**src/rtl/backbone_j_gen_seq.sv**
```systemverilog
// Per-index backbone term generator: floor(backbone * alpha[0][x_0] / alpha[j][x_j]) for j = START_J..J-1,
// using a registered multiplier, a radix-2 restoring divider and an AXI-Stream style tagged output.
module backbone_j_gen_seq #(
  parameter  int unsigned J       = 14,
  parameter  int unsigned A       = 2,
  parameter  int unsigned BB_W    = 32,
  parameter  int unsigned ALPHA_W = 8,
  parameter  int unsigned OUT_W   = 32,
  parameter  int unsigned START_J = 1,
  localparam int unsigned J_WIDTH = $clog2(J) + 1,
  localparam int unsigned A_WIDTH = $clog2(A) + 1,
  localparam int unsigned P_W     = BB_W + ALPHA_W
) (
  input  logic                       clk,
  input  logic                       rst_n,
  input  logic [BB_W-1:0]            backbone,
  input  logic                       backbone_tvalid,
  output logic                       backbone_tready,
  input  logic [J*A_WIDTH-1:0]       x_initial,
  input  logic                       x_initial_tvalid,
  input  logic [J*A*ALPHA_W-1:0]     alpha_u,
  input  logic                       alpha_u_tvalid,
  output logic [OUT_W-1:0]           backbone_J_tdata,
  output logic                       backbone_J_tvalid,
  input  logic                       backbone_J_tready,
  output logic [J_WIDTH-1:0]         backbone_J_tindex,
  output logic                       backbone_J_tlast,
  output logic [1:0]                 backbone_J_tuser,
  output logic                       busy
);

  localparam int unsigned X_W   = J * A_WIDTH;
  localparam int unsigned AL_W  = J * A * ALPHA_W;
  localparam int unsigned CNT_W = $clog2(P_W + 1);
  localparam int unsigned QX_W  = (P_W > OUT_W) ? P_W : OUT_W;

  typedef enum logic [2:0] {S_IDLE, S_FETCH, S_MUL, S_DIV, S_OUT} state_e;

  state_e             state_q, state_d;
  logic [X_W-1:0]     x_hold_q, x_hold_d, x_job_q, x_job_d;
  logic [AL_W-1:0]    alpha_hold_q, alpha_hold_d, alpha_job_q, alpha_job_d;
  logic [BB_W-1:0]    bb_q, bb_d;
  logic [J_WIDTH-1:0] j_q, j_d;
  logic [ALPHA_W-1:0] m_q, m_d, dvs_q, dvs_d, rem_q, rem_d;
  logic               err_q, err_d;
  logic [P_W-1:0]     dv_q, dv_d;
  logic [CNT_W-1:0]   cnt_q, cnt_d;
  logic               tvalid_q, tvalid_d, tlast_q, tlast_d, busy_q, busy_d, bb_tready_q, bb_tready_d;
  logic [OUT_W-1:0]   tdata_q, tdata_d;
  logic [J_WIDTH-1:0] tindex_q, tindex_d;
  logic [1:0]         tuser_q, tuser_d;

  logic [A_WIDTH-1:0] x0_c, xj_c;
  logic [ALPHA_W-1:0] m_sel_c, d_sel_c;
  logic               xj_bad_c;
  logic [ALPHA_W:0]   trial_c;
  logic               ge_c;
  logic [P_W-1:0]     quot_c;
  logic               sat_c;

  // Operand selection from the job snapshot; out-of-range selectors leave the operand at 0
  always_comb begin
    x0_c    = x_job_q[A_WIDTH-1:0];
    xj_c    = '0;
    m_sel_c = '0;
    d_sel_c = '0;
    for (int jj = 0; jj < int'(J); jj++) begin
      if (j_q == J_WIDTH'(jj)) xj_c = x_job_q[jj*A_WIDTH +: A_WIDTH];
    end
    for (int aa = 0; aa < int'(A); aa++) begin
      if (x0_c == A_WIDTH'(aa)) m_sel_c = alpha_job_q[aa*ALPHA_W +: ALPHA_W];
    end
    for (int jj = 0; jj < int'(J); jj++) begin
      for (int aa = 0; aa < int'(A); aa++) begin
        if (j_q == J_WIDTH'(jj) && xj_c == A_WIDTH'(aa))
          d_sel_c = alpha_job_q[(jj*A+aa)*ALPHA_W +: ALPHA_W];
      end
    end
    xj_bad_c = (xj_c >= A_WIDTH'(A));
  end

  // One restoring-division step; a zero divisor always subtracts, giving an all-ones quotient
  always_comb begin
    trial_c = {rem_q, dv_q[P_W-1]};
    ge_c    = (trial_c >= {1'b0, dvs_q});
    quot_c  = {dv_q[P_W-2:0], ge_c};
    sat_c   = (QX_W'(quot_c) > QX_W'({OUT_W{1'b1}}));
  end

  always_comb begin
    state_d      = state_q;
    x_hold_d     = x_initial_tvalid ? x_initial : x_hold_q;
    alpha_hold_d = alpha_u_tvalid ? alpha_u : alpha_hold_q;
    x_job_d      = x_job_q;
    alpha_job_d  = alpha_job_q;
    bb_d         = bb_q;
    j_d          = j_q;
    m_d          = m_q;
    dvs_d        = dvs_q;
    err_d        = err_q;
    dv_d         = dv_q;
    rem_d        = rem_q;
    cnt_d        = cnt_q;
    tvalid_d     = tvalid_q;
    tdata_d      = tdata_q;
    tindex_d     = tindex_q;
    tlast_d      = tlast_q;
    tuser_d      = tuser_q;

    case (state_q)
      S_IDLE: begin
        if (backbone_tvalid) begin
          bb_d        = backbone;
          x_job_d     = x_hold_d;
          alpha_job_d = alpha_hold_d;
          j_d         = J_WIDTH'(START_J);
          state_d     = S_FETCH;
        end
      end
      S_FETCH: begin
        m_d     = m_sel_c;
        dvs_d   = xj_bad_c ? '0 : d_sel_c;
        err_d   = xj_bad_c || (d_sel_c == '0);
        state_d = S_MUL;
      end
      S_MUL: begin
        dv_d    = P_W'(bb_q) * P_W'(m_q);
        rem_d   = '0;
        cnt_d   = '0;
        state_d = S_DIV;
      end
      S_DIV: begin
        dv_d  = quot_c;
        rem_d = ge_c ? ALPHA_W'(trial_c - {1'b0, dvs_q}) : ALPHA_W'(trial_c);
        cnt_d = cnt_q + CNT_W'(1);
        if (cnt_q == CNT_W'(P_W - 1)) begin
          tvalid_d = 1'b1;
          // An erroneous term is flagged only as an error, never additionally as saturated
          tdata_d  = (sat_c || err_q) ? {OUT_W{1'b1}} : OUT_W'(quot_c);
          tuser_d  = {sat_c & ~err_q, err_q};
          tindex_d = j_q;
          tlast_d  = (j_q == J_WIDTH'(J - 1));
          state_d  = S_OUT;
        end
      end
      S_OUT: begin
        if (backbone_J_tready) begin
          tvalid_d = 1'b0;
          if (tlast_q) begin
            state_d = S_IDLE;
          end else begin
            j_d     = j_q + J_WIDTH'(1);
            state_d = S_FETCH;
          end
        end
      end
      default: state_d = S_IDLE;
    endcase

    busy_d      = (state_d != S_IDLE);
    bb_tready_d = (state_d == S_IDLE);
  end

  always_ff @(posedge clk or negedge rst_n) begin
    if (!rst_n) begin
      state_q      <= S_IDLE;
      x_hold_q     <= '0;
      alpha_hold_q <= '0;
      x_job_q      <= '0;
      alpha_job_q  <= '0;
      bb_q         <= '0;
      j_q          <= '0;
      m_q          <= '0;
      dvs_q        <= '0;
      err_q        <= 1'b0;
      dv_q         <= '0;
      rem_q        <= '0;
      cnt_q        <= '0;
      tvalid_q     <= 1'b0;
      tdata_q      <= '0;
      tindex_q     <= '0;
      tlast_q      <= 1'b0;
      tuser_q      <= '0;
      busy_q       <= 1'b0;
      bb_tready_q  <= 1'b1;
    end else begin
      state_q      <= state_d;
      x_hold_q     <= x_hold_d;
      alpha_hold_q <= alpha_hold_d;
      x_job_q      <= x_job_d;
      alpha_job_q  <= alpha_job_d;
      bb_q         <= bb_d;
      j_q          <= j_d;
      m_q          <= m_d;
      dvs_q        <= dvs_d;
      err_q        <= err_d;
      dv_q         <= dv_d;
      rem_q        <= rem_d;
      cnt_q        <= cnt_d;
      tvalid_q     <= tvalid_d;
      tdata_q      <= tdata_d;
      tindex_q     <= tindex_d;
      tlast_q      <= tlast_d;
      tuser_q      <= tuser_d;
      busy_q       <= busy_d;
      bb_tready_q  <= bb_tready_d;
    end
  end

  assign backbone_tready   = bb_tready_q;
  assign backbone_J_tvalid = tvalid_q;
  assign backbone_J_tdata  = tdata_q;
  assign backbone_J_tindex = tindex_q;
  assign backbone_J_tlast  = tlast_q;
  assign backbone_J_tuser  = tuser_q;
  assign busy              = busy_q;

endmodule

```
**config.mk**
```make
export PLATFORM = sky130hd
export DESIGN_NAME = backbone_j_gen_seq
export DESIGN_NICKNAME = d
export VERILOG_FILES = /design/src/rtl/backbone_j_gen_seq.sv
export SDC_FILE = /design/constraint.sdc
export NUM_CORES = 1
export LEC_CHECK = 0
export ABC_AREA = 1
export CAP_MARGIN = 10
export CORE_MARGIN = 4
export CORE_UTILIZATION = 32
export CTS_CLUSTER_DIAMETER = 100
export DETAILED_ROUTE_END_ITERATION = 7
export PLACE_DENSITY_LB_ADDON = 0.08
export SETUP_SLACK_MARGIN = 0.5
export SYNTH_ARGS = -nofsm -noshare
export SYNTH_HDL_FRONTEND = slang
export SYNTH_SLANG_ARGS = --single-unit
```
**constraint.sdc**
```tcl
create_clock -name clk -period 8.1 [get_ports clk]
set_input_delay 0.81 -clock clk [delete_from_list [all_inputs] [get_ports clk]]
set_output_delay 0.81 -clock clk [all_outputs]
set_load 0.01 [all_outputs]
```
# Yosys cells after proc, flatten, opt, wreduce, memory -nomap -nowiden
# Index checks and enable logic that the tools add are counted.
# word_totals
register_bits	658
elab_cells	161
# op_classes
n_eq_ne	24
bitwise	2
n_mul	1
addsub	3
n_mux	64
order_cmp	3
reduce_logical	44
# op_table
operator	count
2-to-1 mux 8 bit	32
2-to-1 mux 224 bit	1
one-hot mux 40 bit (2 select lines)	1
greater-than comparator 40 x 32 -> 1 bit (second input constant)	1
multiplier 32 x 8 -> 40 bit	1
2-to-1 mux 32 bit	1
equality test 5 x 4 -> 1 bit (second input constant)	6
logical AND 1 bit	28
2-to-1 mux 2 bit	14
2-to-1 mux 28 bit	1
equality test 5 x 3 -> 1 bit (second input constant)	4
one-hot mux 8 bit (2 select lines)	1
2-to-1 mux 5 bit	3
one-hot mux 3 bit (5 select lines)	1
one-hot mux 6 bit (2 select lines)	1
equality test 5 x 2 -> 1 bit (second input constant)	2
one-hot mux 5 bit (2 select lines)	1
>= comparator 9 x 8 -> 1 bit	1
2-to-1 mux 3 bit	3
logical NOT 8 bit	1
!= test 2 bit (second input constant)	4
subtractor 8 bit	1
adder 6 x 1 -> 6 bit (second input constant)	1
equality test 3 x 2 -> 1 bit (second input constant)	2
other kinds (20)	29

# Logic depth before layout (Yosys ltp)
# logic_depth
word_depth	47
depth_mapped	56

# Least setup slack after synthesis
# Ideal clock, no wire load.
# synth_path
kind	reg-to-reg
from	register m_q[2]
to	register dv_q[39]
stages_incl_launch_ff	48
period_less_slack_ns	6.289
setup_ns	0.117
arrival_time_ns	6.171
path_slack_ns	1.811
cell_sequence	dfrtp_1 > clkbuf_1 > clkbuf_1 > nand2_1 > fa_1 > fa_1 > inv_1 > fa_1 > inv_1 > fa_1 > inv_1 > ha_1 > nand2_1 > o31ai_1 > a21o_1 > a21oi_1 > o21ai_1 > nand3_1 > [... 12 more ...] > nand2_1 > nand2_1 > nand2_1 > nand2_1 > nand2_1 > nand2_1 > nand2_1 > nand3_1 > nand2_1 > nand2_1 > inv_1 > nor2_1 > inv_1 > a21oi_1 > clkinv_1 > nor2_1 > o21ai_1 > inv_1
# synth_via
elab_chain_cells	2
# synth_rtl
element	line	rtl
start, declared	44	logic [ALPHA_W-1:0] m_q, m_d, dvs_q, dvs_d, rem_q, rem_d;
start signal, assigned	194	m_q <= m_d;
multiplier 32 x 8 -> 40 bit	127	dv_d = P_W'(bb_q) * P_W'(m_q);
one-hot mux 40 bit (2 select lines)	110	case (state_q)
end signal, assigned	197	dv_q <= dv_d;
end, declared	46	logic [P_W-1:0] dv_q, dv_d;
# Every way passes these cells.
# A chain may end at the register's enable or synchronous reset.

# Worst setup path after layout
# Same ends and word-level chain as after synthesis.

==> results.md <==
- Status: completed
- # DRC: 0
- Synth Area in Compound Gates: 0.08660
- Netlist cell types: 45
- Total Wirelength: 104900 um
- Crit share post-route: 0.8569
- # clock sinks: around 660
- Htree depth: 3
- Worst-path maximum fanout: 32
- Layout fillers: about 11000
- Layout cells sized above 1: 0.1091
- Top_reg_cell synth: dfrtp_1
- Placer congestion estimate: between 0.7 and 0.8
- Grt total ovfl: 0
- RSZ-0062 raised after global routing: yes
- Final core occ: 0.3900
- Mean cell area of the mapped netlist: 9.050 um^2
- Initial Utilization: 0.3220
- Hold Vio Cnt, Final: 0
- FP Rows: 122
- TritonCTS Buffers: 81
- Slowest stage delay, CP: 0.58 ns
- DP Worst Slack: 0.9135 ns
- Setup_tns: 0 ns
- Synth top area share: 0.4620
- First-pass GRT wire length: 165100 um
- Final nets: between 4000 and 5000
- Vias/cell: 4.546
- Minimum clock period: 6.941 ns
- Clock transition at path regs: 0.06 ns
- CP Launch Type: flip-flop
- Worst endpoint data arrival time: 7.49 ns
- Synth Area in XOR/XNOR: 0.003446
- Slowest stage cell, crit path: fa_1
- Post-Synth Adder-Cell Area: 0.1275
- Sequential element share of the synthesized area: 0.4628
- CTS Root Cell: clkbuf_16
- Die width: 341.5 um
- Maximum clock insertion buffer count: 3
- Fin Clk Skew: 0.02510 ns
- Max rail drop VDD: 0.0001563 V
- Setup WS post-layout: 1.159 ns
- Vias in the first global route: 27500
- Initial DRT Pass Iterations: 7
- Leading area contributor after synthesis: dfrtp_1
- Via count: 26120
- Detail Placement HPWL: ~75000 um
- Synthesized area: roughly 36000 um^2
- ANT nets after route: 0
- IO buf count: around 330
- Largest family of logic cells by synthesized area: simple AND/OR/NAND/NOR gates
- Register bit total from synthesis: 658
- Mux share of post-synthesis cell area: 0.07975
- Post-CTS Resized: 0
- Total of max-cap violations: 0
- Area Overhead vs Synth: 21.13%
- Postcts setup bufs: 0
- I/O pin count: 333
- CP Class: flip-flop to flip-flop
- Ys async rst share: 1.000
- Syn. warnings: 0
- Dpl cells: ~5600
- Least-Margin Pin Slew: around 1.1 ns
- Largest net degree at the start of global routing: 189
- TritonCTS clock tree: done
- Iter 0 DRT Violations: 1333
- GRT Overall Usage: 0.1820
- Setup-failing EPs final: 0
- Initial antenna violation count: 4
- Max Fclk: 144.1 MHz
- Simple-Gate Fraction of Synth Area: 0.1548
- Die height: 341.5 um
- WP data required: approximately 8.7 ns
- Number of hold buffers added after cts: 0
- Relative slew margins: 0.2348
- CP Capture Type: flip-flop
- Final Max Tran Viols: 0
- Hold Path Class: input pin to asynchronous set/reset pin
- Leak pwr: slightly above 0.02 uW
- Core Area: 110500 um^2
- Synthesized instance count: just under 4000
- EDFF count, synth: 0
- Pwr dens: 357.4 nW/um^2
- Mapped Nets: ~4500
- Ranking of synthesized cells by area: dfrtp_1, nand2_1, fa_1
- DIE AREA: 116600 um^2
- Clk_lat worst skew: around 0.67 ns
- Final std cells w/o fill: 5745
- WL/cell: 18.25 um
- Critical path's most frequent cell: nand2_1
[placed cells by master, fill, tap and decap left out, drive strengths merged, types with 2 or more instances in the layout]
master and count:
diode 3, o31ai 4, o22ai 8, a211oi 6
o221ai 35, dfrtp 657, a22o 2, xor2 6
mux2 252, a22oi 2, o21ai 298, nor3 9
nand3 50, xnor2 8, nand4 12, clkbuf 107
nand2 1254, clkinvlp 5, a21oi 149, fa 181
nand3b 2, o211ai 4, ha 73, inv 616
a2bb2oi 31, bufinv 6, clkinv 26, nor4 6
buf 35, o21bai 3, clkdlybuf4s50 329, nor2 70
o21a 3
[critical path, delay by kind of cell, from the launching register on]
| kind | cells | cell delay (ns) |
|---|---|---|
| buf+inv | 8 | 0.58 |
| fa+ha+maj | 5 | 2.37 |
| compound gates | 11 | 1.67 |
| flops | 1 | 0.39 |
| simple gates | 24 | 1.82 |
[power by group]
group          total, uW  internal, uW  switching [uW]
sequential          4850          4240             611
clock               3680          2140            1540
combinational       6880          2400            4470
total              15400          8780            6620
[sequential cells by signal, summed over array words and instances, names as in the netlist, 8 cells and up]
register and flops:
alpha_hold_q 224, alpha_job_q 224, backbone_J_tdata 32, bb_q 32, dv_q 40, dvs_q 8, m_q 8, rem_q 8
x_hold_q 28, x_job_q 28
[cells in the mapped netlist (6+ instances only)]
| library cell | instances |
|---|---|
| xor2_1 | 6 |
| mux2_2 | 252 |
| nor3_1 | 9 |
| nand2_2 | 6 |
| nor2_1 | 56 |
| a211oi_1 | 6 |
| o22ai_1 | 8 |
| xnor2_1 | 8 |
| a2bb2oi_1 | 31 |
| nand4_1 | 12 |
| o21ai_0 | 286 |
| inv_1 | 596 |
| ha_1 | 73 |
| o221ai_1 | 35 |
| o21ai_1 | 12 |
| fa_1 | 181 |
| nor2_2 | 10 |
| inv_2 | 14 |
| clkinv_1 | 7 |
| buf_1 | 17 |
| clkbuf_1 | 164 |
| nor4_1 | 6 |
| dfrtp_1 | 657 |
| nand2_1 | 1245 |
| a21oi_1 | 149 |
| nand3_1 | 49 |
[metal layers]
layer,share of wire,wire (um),vias to the layer above,track usage
met5,0.00012,13,-,0
li1,-,-,12800,-
met3,0.035,3685,135,0.02831
met1,0.47,49500,12780,0.2535
met2,0.47,49030,405,0.2966
met4,0.025,2615,2,0.04753
[cell type report]
| cell class | instances | area [um^2] | area share |
|---|---|---|---|
| antenna | 3 | 7.507 | 0.0001742 |
| timing repair buffer | 364 | 3647 | 0.08462 |
| inverter | 617 | 2323 | 0.05390 |
| clock buffer | 107 | 2225 | 0.05161 |
| sequential | 658 | 16470 | 0.3821 |
| multi-input combinational | 2472 | 16130 | 0.3743 |
| tap | 1488 | 1862 | 0.04319 |
| clock inverter | 36 | 437.9 | 0.01016 |
[final timing paths]
check                      cells past startpoint                   startpoint                           to  slack [ns]
setup / recovery                              48           m_q[2]$_DFFE_PN0P_         dv_q[39]$_DFFE_PN0P_        1.16
hold / removal                                 1                        rst_n   alpha_hold_q[37]$_DFF_PN0_        0.21
max in group asynchronous                      3                        rst_n  alpha_hold_q[199]$_DFF_PN0_        6.01
setup reg to reg                              48           m_q[2]$_DFFE_PN0P_         dv_q[39]$_DFFE_PN0P_        1.16
min in group clk                               2  alpha_job_q[55]$_DFFE_PN0P_  alpha_job_q[55]$_DFFE_PN0P_        0.47
hold reg to reg                                2  alpha_job_q[55]$_DFFE_PN0P_  alpha_job_q[55]$_DFFE_PN0P_        0.47
[kinds of logic after synthesis]
logic type,count (synthesis)
xor+xnor,14
flops,658
compound gates,549
mux,252
buf+inv,802
simple gates,1403
fa+ha+maj,254
[per-stage QoR]
| step | power [uW] | hold slack (ns) | cell area (um^2) |
|---|---|---|---|
| 2_1_floorplan | 9499 | 0.4437 | 35580 |
| 5_1_grt | 16910 | 0.2539 | 43100 |
| 4_1_cts | 15700 | 0.2115 | 43080 |
| 3_5_place_dp | 11900 | 0.4605 | 40410 |
| 3_3_place_gp | 11900 | 0.4611 | 40410 |
| 6_report | 15400 | 0.2129 | 43100 |
Note: power is estimated with default switching activity, not from simulation.
